===== src/rtl/leaf_switch_pkg.sv =====
// Shared definitions for the leaf switch: header field positions, port indices,
// and the routing/arbitration helpers used by the switch core.
package leaf_switch_pkg;

    localparam int NUM_PORTS = 5;
    localparam int NUM_LOCAL = 4;
    localparam int UP_PORT   = 4;

    localparam logic [3:0] INVALID_GROUP = 4'd0;

    localparam int GROUP_MSB   = 15;
    localparam int GROUP_LSB   = 12;
    localparam int LEAF_MSB    = 11;
    localparam int LEAF_LSB    = 10;
    localparam int PAYLOAD_MSB = 9;

    typedef logic [2:0] port_idx_t;

    typedef struct packed {
        logic      drop;
        port_idx_t dest;
    } route_t;

    typedef struct packed {
        logic      valid;
        port_idx_t idx;
    } grant_t;

    function automatic route_t route_flit(input logic [GROUP_MSB:0] flit,
                                          input logic               from_uplink,
                                          input logic [3:0]         group_id);
        route_t     r;
        logic [3:0] grp;
        grp    = flit[GROUP_MSB:GROUP_LSB];
        r.drop = 1'b0;
        r.dest = {1'b0, flit[LEAF_MSB:LEAF_LSB]};
        if (grp == INVALID_GROUP) begin
            r.drop = 1'b1;
        end else if (grp != group_id) begin
            // Foreign groups climb the tree; coming down with a foreign group is a dead end.
            if (from_uplink) r.drop = 1'b1;
            else             r.dest = port_idx_t'(UP_PORT);
        end
        return r;
    endfunction

    // Scans downward so the lowest offset from ptr is the last, winning write.
    function automatic grant_t rr_pick(input logic [NUM_PORTS-1:0] req,
                                       input port_idx_t            ptr);
        grant_t g;
        int     idx;
        g = '0;
        for (int k = NUM_PORTS - 1; k >= 0; k--) begin
            idx = int'(ptr) + k;
            if (idx >= NUM_PORTS) idx -= NUM_PORTS;
            if (req[idx]) begin
                g.valid = 1'b1;
                g.idx   = port_idx_t'(idx);
            end
        end
        return g;
    endfunction

    function automatic port_idx_t next_port(input port_idx_t idx);
        return (idx == port_idx_t'(NUM_PORTS - 1)) ? 3'd0 : idx + 3'd1;
    endfunction

endpackage


===== src/rtl/flit_fifo.sv =====
// Per-input flit FIFO: power-of-two depth, occupancy-count based full/empty,
// pushes while full are ignored (the owner counts them as drops).
module flit_fifo #(
    parameter int DATA_W = 16,
    parameter int DEPTH  = 4
) (
    input  logic                    clk,
    input  logic                    reset,
    input  logic                    push,
    input  logic [DATA_W-1:0]       push_data,
    input  logic                    pop,
    output logic [DATA_W-1:0]       head_data,
    output logic                    empty,
    output logic                    full,
    output logic [$clog2(DEPTH):0]  count
);

    localparam int AW = $clog2(DEPTH);

    logic [DATA_W-1:0] mem [DEPTH];
    logic [AW-1:0]     wr_ptr;
    logic [AW-1:0]     rd_ptr;
    logic              do_push;
    logic              do_pop;

    assign do_push   = push && !full;
    assign do_pop    = pop && !empty;
    assign empty     = (count == '0);
    assign full      = (count == (AW + 1)'(DEPTH));
    assign head_data = mem[rd_ptr];

    // NOTE: storage is deliberately not reset; the pointers and count alone decide which entries are live.
    always_ff @(posedge clk) begin
        if (do_push) mem[wr_ptr] <= push_data;
    end

    // NOTE: sequential state uses non-blocking assignments so every register samples pre-edge values.
    always_ff @(posedge clk or posedge reset) begin
        if (reset) begin
            wr_ptr <= '0;
            rd_ptr <= '0;
            count  <= '0;
        end else begin
            if (do_push) wr_ptr <= wr_ptr + 1'b1;
            if (do_pop)  rd_ptr <= rd_ptr + 1'b1;
            case ({do_push, do_pop})
                2'b10:   count <= count + 1'b1;
                2'b01:   count <= count - 1'b1;
                default: count <= count;
            endcase
        end
    end

endmodule


===== src/rtl/leaf_switch.sv =====
// Leaf switch of the tree NoC: four local NI ports plus one uplink, each buffered
// by a flit_fifo, routed by header group/leaf and arbitrated round-robin per output.
module leaf_switch
    import leaf_switch_pkg::*;
#(
    parameter int GROUP_ID   = 1,
    parameter int DATA_W     = 16,
    parameter int FIFO_DEPTH = 4
) (
    input  logic                  clk,
    input  logic                  reset,
    input  logic [4*DATA_W-1:0]   loc_in_data,
    input  logic [3:0]            loc_in_valid,
    output logic [3:0]            loc_in_ready,
    output logic [4*DATA_W-1:0]   loc_out_data,
    output logic [3:0]            loc_out_valid,
    input  logic [DATA_W-1:0]     up_in_data,
    input  logic                  up_in_valid,
    output logic                  up_in_ready,
    output logic [DATA_W-1:0]     up_out_data,
    output logic                  up_out_valid,
    input  logic                  up_out_ready,
    output logic [7:0]            drop_count
);

    localparam int CNT_W = $clog2(FIFO_DEPTH) + 1;

    logic [DATA_W-1:0]    in_data    [NUM_PORTS];
    logic [DATA_W-1:0]    head       [NUM_PORTS];
    logic [CNT_W-1:0]     fifo_count [NUM_PORTS];
    logic [NUM_PORTS-1:0] in_valid;
    logic [NUM_PORTS-1:0] fifo_empty;
    logic [NUM_PORTS-1:0] fifo_full;
    logic [NUM_PORTS-1:0] fifo_pop;
    logic [NUM_PORTS-1:0] route_drop;
    logic [NUM_PORTS-1:0] req        [NUM_PORTS];
    route_t               rt         [NUM_PORTS];
    grant_t               gnt        [NUM_PORTS];
    port_idx_t            rr_ptr     [NUM_PORTS];
    logic                 up_slot_free;
    logic [3:0]           drop_sum;
    logic [8:0]           drop_next;

    assign in_valid    = {up_in_valid, loc_in_valid};
    assign in_data[UP_PORT] = up_in_data;
    assign up_in_ready = !fifo_full[UP_PORT];

    for (genvar i = 0; i < NUM_LOCAL; i++) begin : g_local
        assign in_data[i] = loc_in_data[i*DATA_W +: DATA_W];
        // Two free slots absorb the flit an NI may still launch in the cycle after ready drops.
        assign loc_in_ready[i] = (fifo_count[i] <= CNT_W'(FIFO_DEPTH - 2));
    end

    for (genvar i = 0; i < NUM_PORTS; i++) begin : g_fifo
        flit_fifo #(
            .DATA_W (DATA_W),
            .DEPTH  (FIFO_DEPTH)
        ) u_fifo (
            .clk       (clk),
            .reset     (reset),
            .push      (in_valid[i]),
            .push_data (in_data[i]),
            .pop       (fifo_pop[i]),
            .head_data (head[i]),
            .empty     (fifo_empty[i]),
            .full      (fifo_full[i]),
            .count     (fifo_count[i])
        );
    end

    // NOTE: every always_comb output gets a default first so no path leaves it unassigned (no latches).
    always_comb begin
        route_drop = '0;
        for (int o = 0; o < NUM_PORTS; o++) req[o] = '0;
        for (int i = 0; i < NUM_PORTS; i++) begin
            rt[i] = route_flit(head[i][GROUP_MSB:0], (i == UP_PORT), 4'(GROUP_ID));
            if (!fifo_empty[i]) begin
                if (rt[i].drop) begin
                    route_drop[i] = 1'b1;
                end else begin
                    for (int o = 0; o < NUM_PORTS; o++) begin
                        if (rt[i].dest == port_idx_t'(o)) req[o][i] = 1'b1;
                    end
                end
            end
        end
    end

    assign up_slot_free = !up_out_valid || up_out_ready;

    // Each head has a single destination, so grants across outputs never collide on an input.
    always_comb begin
        fifo_pop = route_drop;
        for (int o = 0; o < NUM_PORTS; o++) begin
            gnt[o] = rr_pick(req[o], rr_ptr[o]);
            if (o == UP_PORT && !up_slot_free) gnt[o].valid = 1'b0;
            for (int i = 0; i < NUM_PORTS; i++) begin
                if (gnt[o].valid && gnt[o].idx == port_idx_t'(i)) fifo_pop[i] = 1'b1;
            end
        end
    end

    assign drop_sum  = 4'($countones(in_valid & fifo_full)) + 4'($countones(route_drop));
    assign drop_next = {1'b0, drop_count} + 9'(drop_sum);

    always_ff @(posedge clk or posedge reset) begin
        if (reset) begin
            for (int o = 0; o < NUM_PORTS; o++) rr_ptr[o] <= '0;
            loc_out_valid <= '0;
            loc_out_data  <= '0;
            up_out_valid  <= 1'b0;
            up_out_data   <= '0;
            drop_count    <= '0;
        end else begin
            for (int o = 0; o < NUM_PORTS; o++) begin
                if (gnt[o].valid) rr_ptr[o] <= next_port(gnt[o].idx);
            end
            for (int o = 0; o < NUM_LOCAL; o++) begin
                loc_out_valid[o] <= gnt[o].valid;
                if (gnt[o].valid) loc_out_data[o*DATA_W +: DATA_W] <= head[gnt[o].idx];
            end
            if (gnt[UP_PORT].valid) begin
                up_out_valid <= 1'b1;
                up_out_data  <= head[gnt[UP_PORT].idx];
            end else if (up_out_ready) begin
                up_out_valid <= 1'b0;
            end
            drop_count <= drop_next[8] ? 8'hFF : drop_next[7:0];
        end
    end

endmodule


===== config.mk =====
export PLATFORM = sky130hd
export DESIGN_NAME = leaf_switch
export DESIGN_NICKNAME = d
export VERILOG_FILES = /design/src/rtl/leaf_switch_pkg.sv /design/src/rtl/flit_fifo.sv /design/src/rtl/leaf_switch.sv
export SDC_FILE = /design/constraint.sdc
export NUM_CORES = 1
export LEC_CHECK = 0
export ABC_AREA = 1
export CORE_MARGIN = 2
export CORE_UTILIZATION = 50
export CTS_CLUSTER_SIZE = 20
export DETAILED_ROUTE_END_ITERATION = 10
export PLACE_DENSITY = 0.7
export SYNTH_ARGS = -nofsm -noshare
export SYNTH_HDL_FRONTEND = slang
export SYNTH_SLANG_ARGS = --single-unit
export TNS_END_PERCENT = 20

===== constraint.sdc =====
create_clock -name clk -period 5.35 [get_ports clk]
set_clock_uncertainty 0.15 [all_clocks]
set_input_delay 0.535 -clock clk [delete_from_list [all_inputs] [get_ports clk]]
set_output_delay 0.535 -clock clk [all_outputs]
set_load 0.1 [all_outputs]

# Word-level counts from Yosys, hierarchy flattened
# Memories as Yosys holds them, arrays and structs flattened.
# Cells that the tools add are included.
[totals]
mem_bits_rw = 320
mem_count = 5
in_bits = 88
ff_bits = 143
[classes]
reduce_logical = 73
n_lt_le_gt_ge = 59
bitwise_logic = 6
muxes = 289
n_eq_ne = 60
addsub = 80
[memory_table]
columns = ["name", "depth", "word_bits", "read_ports", "rd_ports_with_merged_regs", "write_ports", "line_no", "source"]
rows = [
  ["g_fifo[0].u_fifo.mem", 4, 16, 1, 0, 1, "flit_fifo.sv:20", "logic [DATA_W-1:0] mem [DEPTH];"],
  ["g_fifo[1].u_fifo.mem", 4, 16, 1, 0, 1, "flit_fifo.sv:20", ""],
  ["g_fifo[2].u_fifo.mem", 4, 16, 1, 0, 1, "flit_fifo.sv:20", ""],
  ["g_fifo[3].u_fifo.mem", 4, 16, 1, 0, 1, "flit_fifo.sv:20", ""],
  ["g_fifo[4].u_fifo.mem", 4, 16, 1, 0, 1, "flit_fifo.sv:20", ""],
]
[ops]
columns = ["operator", "count"]
rows = [
  ["$lt 32x5->1 const B", 25],
  ["$mux 32", 25],
  ["$bmux 16 s3", 5],
  ["$mux 1", 178],
  ["$mux 16", 10],
  ["$mux 4", 26],
  ["$sub 4x3->5 const B", 20],
  ["$ge 4x3->1 const B", 20],
  ["$bmux 1 s3", 25],
  ["$eq 3x2->1 const B", 20],
  ["$eq 3x3->1 const B", 15],
  ["$logic_not 3->1", 15],
  ["$mux 3", 14],
  ["$add 3x2->4 const B", 10],
  ["$logic_and 1x1->1", 35],
  ["$add 3x1->3 const B", 10],
  ["$eq 3x1->1 const B", 10],
  ["$pmux 3 s2", 5],
  ["$add 2x1->2 const B", 10],
  ["$add 3x1->4 const B", 5],
  ["$add 3x3->4 const B", 5],
  ["$ge 4x4->1 const B", 5],
  ["$logic_not 4->1", 5],
  ["$ne 4x1->1 const B", 5],
  ["17 further kinds", 64],
]

# Longest topological paths before layout
# Gate-level depths: netlist (run 1).
# An unclocked memory read counts as a cell.
[logic_depth]
depth_word = 26
mapped_depth = 38
mapped_depth_nobuf = 35

# Hierarchy
# Synthesis (run 1) repeated with hierarchy kept, for this count alone.
[hier_totals]
cells_unflattened = 3314
hier_area_um2 = 27963.1
[modules_own_cells]
columns = ["module", "area_each_um2", "cells_each", "seq_area_each_um2", "instances"]
rows = [
  ["flit_fifo", 3041.7, 249, 2097.0, 5],
  ["leaf_switch", 12754.7, 2069, 2702.6, 1],
]

# Worst setup path after synthesis (run 1)
# OpenSTA, ideal clock, no wires.
[synth_path]
kind = "reg2reg"
start = "register rr_ptr[0] (netlist bit)"
end = "register g_fifo[2].u_fifo.count[2]"
slack_ps = 716
required_time_ps = 5069
n_path_buf = 2
arrival_ps = 4353
stages_incl_launch_ff = 33
setup_time_ps = 131
cell_sequence = "dfrtp_1 buf_2 clkinv_1 ha_1 inv_1 ha_1 a21oi_1 nand2_1 o21ai_0 a21oi_1 o21ai_1 nand3_2 o211ai_1 nand3_1 nand2_1 nand2_2 inv_2 buf_4 ha_1 nand3_1 nand2_1 inv_1 nand2_1 nor2_1 nand2_1 nand2_1 inv_1 ha_1 inv_1 fa_1 a21oi_1 o21ai_0 xor2_1"
[synth_between]
elab_chain_len = 17
word_cells_on_any_way = 48
cone_classes = "add/sub: 9; order compare: 5; eq/ne: 3; mux: 28; reduce/logical: 3"
[synth_rtl]
columns = ["element", "line_no", "source"]
rows = [
  ["start: declaration", "leaf_switch.sv:39", "port_idx_t rr_ptr [NUM_PORTS];"],
  ["start signal: indexed assignment", "leaf_switch.sv:116", "if (gnt[o].valid) rr_ptr[o] <= next_port(gnt[o].idx);"],
  ["$add 3x3->4", "leaf_switch_pkg.sv:54", "idx = int'(ptr) + k;"],
  ["$sub 4x3->5 / $ge 4x3->1 (equally long branches)", "leaf_switch_pkg.sv:55", "if (idx >= NUM_PORTS) idx -= NUM_PORTS;"],
  ["$mux 32", "leaf_switch_pkg.sv:55", ""],
  ["$bmux 1 s3", "leaf_switch_pkg.sv:56", "if (req[idx]) begin"],
  ["$mux 1 (implied by the code) (2 in series)", "leaf_switch_pkg.sv:56", ""],
  ["$mux 4 (4 in series)", "leaf_switch_pkg.sv:56", ""],
  ["$mux 4 (*)", "leaf_switch_pkg.sv:56", ""],
  ["$eq 3x2->1 / $mux 1 (equally long branches)", "leaf_switch.sv:98, leaf_switch.sv:96", ""],
  ["$logic_and 1x1->1 (*)", "leaf_switch.sv:98", "if (gnt[o].valid && gnt[o].idx == port_idx_t'(i)) fifo_pop[i] = 1'b1;"],
  ["$mux 1 (*)", "leaf_switch.sv:98", ""],
  ["$logic_and 1x1->1 (*)", "flit_fifo.sv:27", "assign do_pop = pop && !empty;"],
  ["via g_fifo[2].u_fifo.do_pop", "flit_fifo.sv:24", "logic do_pop;"],
  ["$eq 2x1->1 / $eq 2x2->1 (equally long branches)", "flit_fifo.sv:46", "case ({do_push, do_pop})"],
  ["$pmux 3 s2 / $reduce_bool 2->1 (equally long branches)", "--", ""],
  ["end signal: assignment", "flit_fifo.sv:47", "2'b10: count <= count + 1'b1;"],
  ["end signal: assignment", "flit_fifo.sv:48", "2'b01: count <= count - 1'b1;"],
  ["end signal: assignment", "flit_fifo.sv:49", "default: count <= count;"],
  ["end: declaration", "flit_fifo.sv:15", "output logic [$clog2(DEPTH):0] count"],
]
# The timed path passes the listed nets; every way through them passes the cells marked *. The select of a mux whose other input is x is not followed.
# A chain may end at the register's enable or synchronous reset.

# Worst setup path in the final report (run 1)
[layout_path]
start = "register rr_ptr[13] (netlist bit)"
end = "register g_fifo[3].u_fifo.count[2]"
[layout_between]
elab_chain_len = 21
word_cells_on_any_way = 51
cone_classes = "add/sub: 9; order compare: 5; eq/ne: 3; mux: 31; reduce/logical: 3"
[layout_rtl]
columns = ["element", "line_no"]
rows = [
  ["$add 3x3->4", "leaf_switch_pkg.sv:54"],
  ["$sub 4x3->5 / $ge 4x3->1 (equally long branches)", "leaf_switch_pkg.sv:55"],
  ["$mux 32", "leaf_switch_pkg.sv:55"],
  ["$bmux 1 s3", "leaf_switch_pkg.sv:56"],
  ["$mux 1 (implied by the code) (2 in series)", "leaf_switch_pkg.sv:56"],
  ["$mux 4 (4 in series)", "leaf_switch_pkg.sv:56"],
  ["$mux 4 (*)", "leaf_switch_pkg.sv:56"],
  ["$eq 3x2->1", "leaf_switch.sv:98"],
  ["$logic_and 1x1->1 (*)", "leaf_switch.sv:98"],
  ["$mux 1 (*) (5 in series)", "leaf_switch.sv:98"],
  ["$logic_and 1x1->1 (*)", "flit_fifo.sv:27"],
  ["via g_fifo[3].u_fifo.do_pop", "flit_fifo.sv:24"],
  ["$eq 2x1->1 / $eq 2x2->1 (equally long branches)", "flit_fifo.sv:46"],
  ["$pmux 3 s2 / $reduce_bool 2->1 (equally long branches)", "--"],
  ["end signal: assignment", "flit_fifo.sv:47"],
  ["end signal: assignment", "flit_fifo.sv:48"],
  ["end signal: assignment", "flit_fifo.sv:49"],
  ["end: declaration", "flit_fifo.sv:15"],
]
# Marked as above.

==> results of run 1 <==
[flip-flops by register name, indices dropped and copies added, names as in the netlist]
name	flops
loc_out_valid	4
loc_out_data	64
g_fifo.u_fifo.count	15
g_fifo.u_fifo.mem	320
up_out_valid	1
g_fifo.u_fifo.rd_ptr	10
up_out_data	16
rr_ptr	15
drop_count	8
g_fifo.u_fifo.wr_ptr	10
[logic make-up after synthesis]
kind of cell / synth area share (%)
buf+inv: 7.36
xor+xnor: 1.76
mux: 0.0759
other cells: 0.0142
simple gates: 26.1
compound gates: 8.23
flops: 50.0
fa+ha+maj: 6.41
[final timing paths]
path                                   from                         to
setup reg to reg                 rr_ptr[13]  g_fifo[3].u_fifo.count[2]
hold reg to reg            loc_out_data[12]           loc_out_data[12]
hold / removal                        reset              drop_count[7]
setup / recovery                 rr_ptr[13]  g_fifo[3].u_fifo.count[2]
max in group asynchronous             reset                  rr_ptr[2]
min in group clk           loc_out_data[12]           loc_out_data[12]
[through the flow]
stage / hold slack [ps] / utilization [%] / setup WS [ps] / cell area, um2 / cells
floorplan: 309 / - / 716 / 26400 / 2997
global placement: 300 / 55.1 / 373 / 28900 / 3809
detailed placement: 304 / 55.1 / 214 / 28900 / 3809
CTS: 323 / 58.4 / 182 / 30600 / 3901
global route: 335 / 58.7 / -52.4 / 30700 / 3911
finish: 296 / 58.7 / 314 / 30700 / 3911
[cell usage in the layout (no fill, tap or decap), types with 21 or more instances in the layout]
cell type / netlist / final
inv_1: 271 / 265
nand2_2: 52 / 52
nor2_1: 165 / 144
o21ai_0: 98 / 91
edfxtp_1: 320 / 320
buf_4: 23 / 67
nor2_2: 12 / 33
nand3_1: 352 / 352
clkbuf_16: 0 / 49
dfrtp_1: 143 / 134
inv_2: 38 / 37
clkdlybuf4s50_1: 0 / 185
a32o_1: 22 / 22
ha_1: 116 / 114
o21ai_1: 24 / 31
a21oi_1: 122 / 119
or2_2: 21 / 21
nand2_1: 872 / 872
xor2_1: 41 / 37
[timing repair]
| item | in CTS | in global routing |
|---|---|---|
| setup endpoints to repair | 0 | 17 |
| buffers inserted | 0 | 10 |
| resized for setup | 0 | 37 |
[cell type report]
cell class	count	area (um2)
clock buffer	57	1280
inverter	320	1250
timing repair buffer	253	2370
multi-input combinational	2095	11300
tap	688	861
sequential	463	13200
fill	4469	21600
clock inverter	35	439
[worst max-delay path: cells and delay by family (launching register included)]
kind / cells / cell delay, ps
adder cells (fa/ha/maj): 4 / 1020
flip-flops: 1 / 530
AND/OR/NAND/NOR: 12 / 1310
XOR/XNOR: 2 / 500
AO/OA/AOI/OAI: 4 / 490
buffers and inverters: 7 / 910
[routing by layer]
metal / vias to the layer above / GRT usage [%] / wire (um)
met5: - / 0 / 0
met4: 0 / 11.2 / 3220
met3: 183 / 5.10 / 5600
met2: 815 / 45.9 / 36500
met1: 10600 / 37.4 / 32100
li1: 10300 / - / -
==> reports/metrics.csv, run 1 <==
metric,value,unit
root_buffer,clkbuf_16,
gr-usage-all-layers,28.2,%
cp.arrival,5350,ps
finalCritPeriodShare,94.1,%
core_region_area,52300,um2
cts_tree,built,
numCtsBuffers,49,
reg2reg_depth,29,
drive_above_1_share,11.6,%
wl_per_cell,19.8,um
antenna_found_initial,1,
gr-total-overflow,0,
gp_routability_congestion,0.958,
rrSetupSlack,310,ps
syn_area,26400,um2
ant_nets,0,
drt_iter0_markers,2123,
min_path_type,input port to async pin,
vias_per_cell,5.61,
nets,3398,
num_rows,84,
die_height,234,um
syn_area_per_cell,8.80,um2
synthTopCellsByCount,"872 x nand2_1, 352 x nand3_1, 320 x edfxtp_1, 271 x inv_1, 165 x nor2_1",
synth-seq-cells,463,
ys_warn_count,0,
ys_seq_area_share,50.0,%
ys.flop_type,edfxtp_1,
period_minus_slack,5040,ps
grt_pass1_vias,20900,
dp_hpwl,56900,um
start_util,50.4,%
slew_viol_final,0,
fin_tns_setup,0,ps
end_kind,register,
grt_max_degree,87,
synth_cells,2997,
syn-num-nets,3213,
setup_viol,0,
crit_fanout,16,
fmax,0.199,GHz
path_common_cell,nand2_1,
synth_edf_count,320,
tightestPinTransition,1350,ps
rsz0062_at_grt,true,
cts.sinks,463,
synth_area_leaders,"edfxtp_1 36%, dfrtp_1 14%, nand2_1 12%",
htreeDepth,2,
die_x,234,um
hold_viol_final,0,
status,completed,
first_pass_iters,6,
crit_slowest_cell,dfrtp_1,
synth_top_cell_by_area,edfxtp_1,
dieArea,54600,um2
wl,77400,um
synthMostInstantiatedCell,nand2_1,
grt_pass1_wl,118000,um
syn_to_final_growth,16.5,%
cp.required,5670,ps
cts.path.max_buffers,3,
yosysUniqueCellTypes,67,
drc,0,
async_flop_share,30.9,%
max_cap_violations,0,
insertedDiodeCount,0,
clkTransAtPathRegs,60,ps
num_io_pins,186,
critical_path_class,register to register,
startpoint_type,register,
slew_headroom,9.55,%
cts_hold_buf,0,
vias,21900,
yosysTopAreaCellShare,36.4,%
clock_latency,600,ps
port_buffers,185,
critPathMaxStageDelay,530,ps
Power of run 1 is left out: the tool's default activity adds up to more than one toggle a clock period on the data nets, which glitch-free logic cannot reach.
==> run 2, diff against run 1 <==
==> constraint.sdc (replaced) <==
create_clock -name clk -period 5.35 [get_ports clk]
set_clock_uncertainty 0.15 [all_clocks]
set_input_delay 0.535 -clock clk [delete_from_list [all_inputs] [get_ports clk]]
set_output_delay 0.535 -clock clk [all_outputs]
set_load 0.005 [all_outputs]
==> results of run 2 <==
No change in the layout: final DEF, timing and power equal those of run 1.
Power of run 2 is left out for the same reason.
==> patch, RTL diff (config.mk and constraints of run 2) <==
Register the output `drop_count` once more, with the module's reset; this adds one clock of latency there. The other outputs are not delayed to match.
--- a/src/rtl/leaf_switch.sv
+++ b/src/rtl/leaf_switch.sv
@@ -25,4 +25,6 @@
 
     localparam int CNT_W = $clog2(FIFO_DEPTH) + 1;
+
+    logic [7:0] drop_count_s0;
 
     logic [DATA_W-1:0]    in_data    [NUM_PORTS];
@@ -102,5 +104,5 @@
 
     assign drop_sum  = 4'($countones(in_valid & fifo_full)) + 4'($countones(route_drop));
-    assign drop_next = {1'b0, drop_count} + 9'(drop_sum);
+    assign drop_next = {1'b0, drop_count_s0} + 9'(drop_sum);
 
     always_ff @(posedge clk or posedge reset) begin
@@ -111,5 +113,5 @@
             up_out_valid  <= 1'b0;
             up_out_data   <= '0;
-            drop_count    <= '0;
+            drop_count_s0 <= '0;
         end else begin
             for (int o = 0; o < NUM_PORTS; o++) begin
@@ -126,5 +128,13 @@
                 up_out_valid <= 1'b0;
             end
-            drop_count <= drop_next[8] ? 8'hFF : drop_next[7:0];
+            drop_count_s0 <= drop_next[8] ? 8'hFF : drop_next[7:0];
+        end
+    end
+
+    always_ff @(posedge clk or posedge reset) begin
+        if (reset) begin
+            drop_count <= '0;
+        end else begin
+            drop_count <= drop_count_s0;
         end
     end
Check against the original RTL: not equivalent (a bounded check fails within 4 cycles, from zero or initial values and one cycle with reset high).
==> patch against run 2 <==
  * Setup slack worse by 0.024 ns
  * Sequential cell count up 8
  * Synthesized cell count up 0.33%
  * Final area grew 0.50%
  * Area after synthesis grew 0.60%
  * Wire length grew 0.19%
  * Cell count increased by 0.31%
Power is left out: the tool's default activity adds up to more than one toggle a clock period on the data nets, which glitch-free logic cannot reach.
==> patch: results (changes against run 2) <==
| Metric | Value |
|---|---|
| Antenna Cells | `0 (unchanged)` |
| Async SR Flop Fraction | `0.3206 (was 0.3089)` |
| Initial antenna violation count | `0 (was 1)` |
| Met3 Wirelength | `4871 microns (was 5596 microns)` |
| M2 GR Usage | `0.4645 (was 0.4587)` |
| Dpl cells | `3824 (was 3809)` |
| Metal2 WL | `36740 microns (was 36550 microns)` |
| First-pass GRT wire length | `119000 microns (was 118200 microns)` |
| Pre-Repair DR Iteration Count | `7 (was 6)` |
| Nets@finish | `3408 (was 3398)` |
| Setup WS pre-CTS | `0.06014 ns (was 0.2142 ns)` |
| Vias | `21900 (was 21930)` |
| Crit Path Max Fanout | `9 (was 16)` |
| Most frequent cells after synthesis | `nand2_1 (910), nand3_1 (369), edfxtp_1 (320), inv_1 (250), nor2_1 (153) (was nand2_1 (872), nand3_1 (352), edfxtp_1 (320), inv_1 (271), nor2_1 (165))` |
| Distinct cell type count after synthesis | `56 (was 67)` |
| DP Area | `0.02906 sq mm (was 0.02886 sq mm)` |
| Non-filler cells, final | `3923 (was 3911)` |
| GRT Util Overall | `0.2834 (was 0.2819)` |
| Met1 Usage GRT | `0.3876 (was 0.3736)` |
| Arrival time at the worst endpoint | `5.38 ns (was 5.35 ns)` |
| Vias in the first global route | `20800 (was 20890)` |
| Hold Path Class | `reg2reg (was in2async)` |
| Largest regs | `g_fifo.u_fifo.mem (320), loc_out_data (64), up_out_data (16) (unchanged)` |
| GRT met3 Usage | `0.03453 (was 0.05103)` |
| CTS H-tree depth | `2 (unchanged)` |
| Clock Tree Buf Depth | `3 (unchanged)` |
| Synth area leaders | `edfxtp_1 (36%), dfrtp_1 (14%), nand2_1 (13%) (was edfxtp_1 (36%), dfrtp_1 (14%), nand2_1 (12%))` |
| Synth Net Count | `3221 (was 3213)` |
| Filler cells | `4499 (was 4469)` |
| Sequential fraction of the synthesis area | `0.5046 (was 0.5000)` |
| Layout cells sized above 1 | `0.1104 (was 0.1157)` |
| Crit path largest cell delay | `0.48 ns (was 0.53 ns)` |
| Iter 0 DRT Violations | `2120 (was 2123)` |
| Reg area | `0.01340 sq mm (was 0.01320 sq mm)` |
| DP Wirelength | `57030 microns (was 56880 microns)` |
| Run status | `completed (unchanged)` |
| WL/cell | `19.78 microns (was 19.80 microns)` |
| Largest net degree at the start of global routing | `88 (was 87)` |
| Placer Congestion | `0.9573 (was 0.9580)` |
| Wl on met1 | `33040 microns (was 32070 microns)` |
patch: cell count changes after synthesis, moves of 6 or more:
| cell | run 2 | this run |
|---|---|---|
| a21oi_1 | 122 | 149 |
| a21oi_2 | 8 | 2 |
| buf_2 | 25 | 39 |
| buf_4 | 23 | 16 |
| clkbuf_1 | 46 | 40 |
| dfrtp_1 | 143 | 151 |
| inv_1 | 271 | 250 |
| nand2_1 | 872 | 910 |
| nand3_1 | 352 | 369 |
| nand3b_1 | 16 | 6 |
| nor2_1 | 165 | 153 |
| o21ai_0 | 98 | 80 |
patch: final timing paths:
kind,start,to,slack (ns),depth (start not counted)
worst max-delay path,rr_ptr[1],g_fifo[0].u_fifo.count[2],0.29,32
max in group asynchronous,reset,g_fifo[2].u_fifo.rd_ptr[1],3.75,3
worst min-delay path,drop_count_s0[1],drop_count[1],0.25,0
worst max register to register,rr_ptr[1],g_fifo[0].u_fifo.count[2],0.29,32
min in group asynchronous,reset,g_fifo[0].u_fifo.wr_ptr[0],0.29,2
worst min register to register,drop_count_s0[1],drop_count[1],0.25,0
patch: kinds of logic after synthesis:
group / Yosys count / share of synthesized area
compound gates: 356 / 0.08049
xor+xnor: 52 / 0.01745
fa+ha+maj: 126 / 0.06281
buf+inv: 413 / 0.06951
flops: 471 / 0.5046
other cells: 1 / 0.0001413
simple gates: 1588 / 0.2651
patch: what timing repair did:
item / in CTS / in global routing
hold buffers: 0 / 0
buffers inserted: 0 / 7
resized for setup: 0 / 37
setup endpoints to repair: 0 / 18
patch: final cells by class:
| class | count | share of cell area |
|---|---|---|
| clock buffers | 59 | 0.04257 |
| repair buffers | 256 | 0.07773 |
| flip-flops and latches | 471 | 0.4337 |
| well taps | 688 | 0.02787 |
| multi-input cells | 2123 | 0.3690 |
| inverters | 293 | 0.03694 |
| clock inverters | 33 | 0.01211 |
